## src/rtl/pipe_ctrl_pkg.sv

```systemverilog
// Shared encodings for the pipeline controller: stage-hold vectors, the ERET
// exception code, controller states, and the stall priority encoder.
package pipe_ctrl_pkg;

  localparam logic STOP    = 1'b1;
  localparam logic NO_STOP = 1'b0;

  // Stall vector bit order: {wb, mem_wb, ex_mem, id_ex, if_id, pc}
  localparam logic [5:0] STALL_NONE = {6{NO_STOP}};
  localparam logic [5:0] STALL_ID   = {NO_STOP, NO_STOP, NO_STOP, STOP, STOP, STOP};
  localparam logic [5:0] STALL_EX   = {NO_STOP, NO_STOP, STOP, STOP, STOP, STOP};
  localparam logic [5:0] STALL_MEM  = {NO_STOP, STOP, STOP, STOP, STOP, STOP};

  localparam logic [31:0] EXC_ERET = 32'h0000000e;

  typedef enum logic {
    ST_RUN   = 1'b0,
    ST_FLUSH = 1'b1
  } ctrl_state_e;

  // The deepest requesting stage wins, since it freezes everything upstream of it.
  function automatic logic [5:0] stall_select(input logic id_req, input logic ex_req,
                                              input logic mem_req);
    if (mem_req)     return STALL_MEM;
    else if (ex_req) return STALL_EX;
    else if (id_req) return STALL_ID;
    else             return STALL_NONE;
  endfunction

endpackage

```

## src/rtl/pipe_ctrl_stall_watchdog.sv

```systemverilog
// Consecutive-stall watchdog: counts back-to-back stalled cycles and raises a
// sticky flag once the run reaches the timeout.
module stall_watchdog #(
  parameter int unsigned TIMEOUT = 1024
) (
  input  logic clk,
  input  logic rst,
  input  logic stalled,
  output logic timeout
);

  localparam logic [31:0] LIMIT = 32'(TIMEOUT);

  logic [31:0] run_cnt_q;
  logic        timeout_q;

  // NOTE: sequential state uses non-blocking assignments so every register
  // samples pre-edge values regardless of statement order.
  always_ff @(posedge clk or negedge rst) begin
    if (!rst) begin
      run_cnt_q <= '0;
      timeout_q <= 1'b0;
    end else if (!stalled) begin
      run_cnt_q <= '0;
    end else if (run_cnt_q < LIMIT) begin
      run_cnt_q <= run_cnt_q + 32'd1;
      if (run_cnt_q == LIMIT - 32'd1) timeout_q <= 1'b1;
    end
  end

  assign timeout = timeout_q;

endmodule

```

## src/rtl/pipe_ctrl.sv

```systemverilog
// Pipeline hazard/exception controller: combinational per-stage stall and
// flush generation, one-cycle flush state, stall statistics and watchdog.
module pipe_ctrl
  import pipe_ctrl_pkg::*;
#(
  parameter int unsigned  STALL_TIMEOUT = 1024,
  parameter logic [31:0]  EXC_ENTRY     = 32'h00000020
) (
  input  logic        clk,
  input  logic        rst,
  input  logic        stallreq_from_id,
  input  logic        stallreq_from_ex,
  input  logic        stallreq_from_mem,
  input  logic [31:0] excepttype_i,
  input  logic [31:0] cp0_epc_i,
  output logic [5:0]  stall,
  output logic        flush,
  output logic [31:0] new_pc,
  output logic [31:0] stall_cycles,
  output logic        stall_timeout
);

  ctrl_state_e state_q;
  logic        exc_taken;
  logic [31:0] stall_cnt_q;

  assign exc_taken = rst && (state_q == ST_RUN) && (excepttype_i != '0);

  // NOTE: every output gets a default before the branches, so no path leaves
  // one unassigned and no latch is inferred.
  always_comb begin
    stall  = STALL_NONE;
    flush  = 1'b0;
    new_pc = '0;
    if (exc_taken) begin
      flush  = 1'b1;
      new_pc = (excepttype_i == EXC_ERET) ? cp0_epc_i : EXC_ENTRY;
    end else if (rst && state_q == ST_RUN) begin
      stall = stall_select(stallreq_from_id, stallreq_from_ex, stallreq_from_mem);
    end
  end

  // FLUSH always lasts one cycle; requests arriving during it are dropped.
  always_ff @(posedge clk or negedge rst) begin
    if (!rst) state_q <= ST_RUN;
    else      state_q <= exc_taken ? ST_FLUSH : ST_RUN;
  end

  // Free-running statistic; wraps naturally at 2^32.
  always_ff @(posedge clk or negedge rst) begin
    if (!rst)                     stall_cnt_q <= '0;
    else if (stall != STALL_NONE) stall_cnt_q <= stall_cnt_q + 32'd1;
  end

  assign stall_cycles = stall_cnt_q;

  stall_watchdog #(
    .TIMEOUT (STALL_TIMEOUT)
  ) u_watchdog (
    .clk     (clk),
    .rst     (rst),
    .stalled (stall != STALL_NONE),
    .timeout (stall_timeout)
  );

endmodule

```

## config.mk

```make
export PLATFORM = sky130hd
export DESIGN_NAME = pipe_ctrl
export DESIGN_NICKNAME = d
export VERILOG_FILES = /design/src/rtl/pipe_ctrl_pkg.sv /design/src/rtl/pipe_ctrl_stall_watchdog.sv /design/src/rtl/pipe_ctrl.sv
export SDC_FILE = /design/constraint.sdc
export NUM_CORES = 1
export LEC_CHECK = 0
export BUFFER_PORTS_ARGS = -buffer_cell sky130_fd_sc_hd__buf_2
export CAP_MARGIN = 20
export CORE_ASPECT_RATIO = 2
export CORE_MARGIN = 1.5
export CORE_UTILIZATION = 39
export CTS_BUF_LIST = sky130_fd_sc_hd__clkbuf_4 sky130_fd_sc_hd__clkbuf_8
export DETAILED_ROUTE_END_ITERATION = 6
export PLACE_DENSITY = 0.68
export SETUP_SLACK_MARGIN = 0.15
export SYNTH_ARGS = -nofsm -noshare
export SYNTH_HDL_FRONTEND = slang
export SYNTH_SLANG_ARGS = --single-unit
```

## constraint.sdc

```tcl
create_clock -name clk -period 2.2 [get_ports clk]
set_input_delay 0 -clock clk [delete_from_list [all_inputs] [get_ports clk]]
set_output_delay 0 -clock clk [all_outputs]
set_load 0.05 [all_outputs]
```

==> results.toml <==
[logic_synthesis]
synthTopCellsByArea = "dfrtp_1 52%, xnor2_1 9.9%, and3_1 7.1%"
dominantRegCellSynth = "dfrtp_1"
yosys.cell_types.count = 38
synth_top_area_cell = "dfrtp_1"
synth_area_per_cell_sq_um = 10.4
synth_seq_area_share = 0.518
synth_edf_count = 0
postSynthCellCount = 305
ys_seq_elements = 66
async_flop_share = 1.00
synth_common_cells = "66 x dfrtp_1, 36 x and3_1, 36 x xnor2_1, 21 x and2_1, 19 x nand2_1"
yosysWarnings = 0
synth_area_sq_mm = 0.00319
yosysMostFrequentCell = "dfrtp_1"
synth.net_count = 376
synth_top_cell_area_share = 0.518

[timing]
slew_headroom = 0.451
worst_pin_slew_ns = 0.824
fin_tns_setup_ns = 0
clock.fmax_mhz = 513
drv_slew = 0
hold_violations = 0
fin_skew_ns = 0.00868
rsz0062_at_grt = "yes"
period_share = 0.886
setup_violations = 0
layout_min_cycle_time_ns = 1.95
fin_hold_ws_ns = 0.261

[critical_path]
slowest_delay_ns = 0.55
crit_cells = 6
path_buf_inv = 1
worst_path_max_delay_cell = "or4_4"
critPathRequiredTime_ns = 2.43
rr_worst_depth = 6
crit-reg2reg-capture = "stall_cycles[18]$_DFFE_PN0P_"
crit_arrival_ns = 2.18
r2r-start = "stall_cycles[8]$_DFFE_PN0P_"
end_kind = "register"
cpMostUsedCell = "nand4_1"
worstPathCellList = "nand4_1 > or4_4 > nor4_4 > buf_6 > nand4_1 > xnor2_1"
path_max_fanout = 8
path_class = "reg2reg"
crit_path_start_kind = "register"
crit_family = "simple AND/OR/NAND/NOR gates"
r2r_slack_ns = 0.25

[drt]
drc = 0
drt_pre_antenna_iters = 5
totalWireLength_microns = 8730
postRouteAntennaNets = 0
vias = 2921
viasPerCell = 5.23
wl_per_cell_microns = 15.6
drt_iter0_markers = 235

[clock_network]
h-tree-depth = 3
cts_num_sinks = 66
cts_tree = "built"
cts_buffers = 9
path_clk_slew_ns = 0.07
insertion_delay_ns = 0.35
root_buffer = "clkbuf_8"
cts_buffer_depth = 2

[global_route]
grt_pass1_vias = 2751
grtUsageTotal = 0.205
use_met3 = 0.0479
grt.busiest_layer = "met2"
grt_max_degree = 67
use_met1 = 0.217
overflow = 0
grt_pass1_wl_microns = 13100
grt_use_met2 = 0.369
grt_antenna_before_repair = 0

[power]
comb_power_share = 0.047
leakagePower_uw = 0.00237
swShare = 0.211
p_int_uw = 2040
clockPowerShare = 0.482
power.density_mw_per_mm2 = 596
switchingPower_uw = 544
seqPwrFrac = 0.471
irDropWorstVdd_uv = 281

[floorplan]
start_util = 0.401
io_pins = 141
dieArea_sq_mm = 0.00876
num_rows = 46
fp.coreArea_sq_mm = 0.00794
die_x_microns = 66.9
die_h_microns = 131

[final_layout]
multi_input_area_sq_mm = 0.00144
antenna_cells = 0
finalNetCount = 528
drive_gt1_frac = 0.420
instances_no_fill = 558
layout-area-overhead-vs-synth_pct = 35.9
regArea_sq_mm = 0.00167
fillers = 696

[placement]
portBuffers = 139
hpwlAfterDp_microns = 6690
place.gp.congestion = 0.885
place_inst = 539

[worst_hold_path]
hold_path_end = "stall_cycles[1]$_DFFE_PN0P_"
hold_path.class = "in2reg"
min-delay-start = "excepttype_i[6]"
min_path_cells = 7

[outcome]
status = "completed"

[job]
max-cap-violations = 0
[worst min-delay path, cell delays in order]
cell	delay, ns
buf_2	0.08
nor2_1	0.04
nand4_2	0.07
or4_1	0.15
inv_2	0.10
nand2_1	0.08
nand2_1	0.04
[area by class of cell]
cell class                 instances  area share
multi-input combinational        219       0.333
tap                               96      0.0277
inverter                           5     0.00433
clock inverter                     6      0.0266
sequential                        66       0.385
clock buffer                      10      0.0303
timing repair buffer             156       0.193
[layer usage]
layer  routed length [microns]  vias up
met4                       206        0
met5                         0        -
met1                      3130     1369
li1                          -     1377
met2                      4760      162
met3                       635       13
[through the flow]
| stage | cell area [sq um] | util | total power [uW] | setup slack [ns] |
|---|---|---|---|---|
| 2_1_floorplan | 3200 | - | 1270 | 0.0877 |
| 3_3_place_gp | 4040 | 0.509 | 1360 | 0.251 |
| 3_5_place_dp | 4040 | 0.509 | 1360 | 0.189 |
| 4_1_cts | 4300 | 0.541 | 2610 | 0.174 |
| 5_1_grt | 4330 | 0.545 | 2670 | 0.142 |
| 6_report | 4330 | 0.545 | 2580 | 0.252 |
[sequential cells by signal, summed over array words and instances (netlist names)]
signal / cells
stall_cycles: 32
state_q: 1
u_watchdog.run_cnt_q: 32
u_watchdog.timeout: 1
[kinds of logic (layout without fill, tap and decap cells)]
| family | count (synthesis) | in the layout | synth area share |
|---|---|---|---|
| AO/OA/AOI/OAI | 11 | 11 | 0.0236 |
| adder cells (fa/ha/maj) | 2 | 2 | 0.00785 |
| buffers and inverters | 20 | 177 | 0.0310 |
| other | 1 | 1 | 0.00118 |
| flip-flops | 66 | 66 | 0.518 |
| AND/OR/NAND/NOR | 167 | 167 | 0.314 |
| XOR/XNOR | 38 | 38 | 0.104 |
[placed cells by master (no fill, tap or decap), types with 2 or more instances in the layout]
cell type	synthesis	layout
nand2_1	19	19
inv_1	4	4
nor4_1	16	15
dfrtp_1	66	53
clkbuf_4	0	2
and4_1	4	4
and2_1	21	21
o21ai_0	2	2
nand3b_1	3	3
nand4_1	18	18
a21bo_2	2	2
clkbuf_8	0	9
ha_1	2	2
nor2_1	18	18
nand3_1	16	16
xor2_1	2	2
buf_2	1	138
a21oi_1	4	4
buf_4	4	14
dfrtp_2	0	13
bufinv_16	0	3
and3_1	36	36
xnor2_1	36	36
clkinv_4	0	2
nor3_1	5	5
buf_6	1	2
[worst max-delay path by stage]
stage / from / endpoint
after floorplan: stall_cycles[5]$_DFFE_PN0P_ / stall_cycles[25]$_DFFE_PN0P_
after global placement: stall_cycles[5]$_DFFE_PN0P_ / stall_cycles[28]$_DFFE_PN0P_
after detailed placement: u_watchdog.run_cnt_q[16]$_DFFE_PN0P_ / u_watchdog.run_cnt_q[7]$_DFFE_PN0P_
after CTS: u_watchdog.run_cnt_q[16]$_DFFE_PN0P_ / u_watchdog.run_cnt_q[7]$_DFFE_PN0P_
after global routing: stall_cycles[8]$_DFFE_PN0P_ / stall_cycles[28]$_DFFE_PN0P_
final: stall_cycles[8]$_DFFE_PN0P_ / stall_cycles[18]$_DFFE_PN0P_
[power by group through the flow]
stage          Clock [uW]  Combinational (uW)  Sequential, uW
6_report             1240                 122            1210
4_1_cts              1270                 124            1210
3_3_place_gp            0                 120            1240
3_5_place_dp            0                 122            1240
2_1_floorplan           0                28.8            1240
5_1_grt              1320                 134            1210
[what timing repair did]
action	in CTS	in global routing
setup buffers	0	2
hold endpoints to repair	66	0
setup endpoints to repair	0	12
hold buffers	1	0
gates resized for setup	0	4
Note: power is estimated with default switching activity, not from simulation.
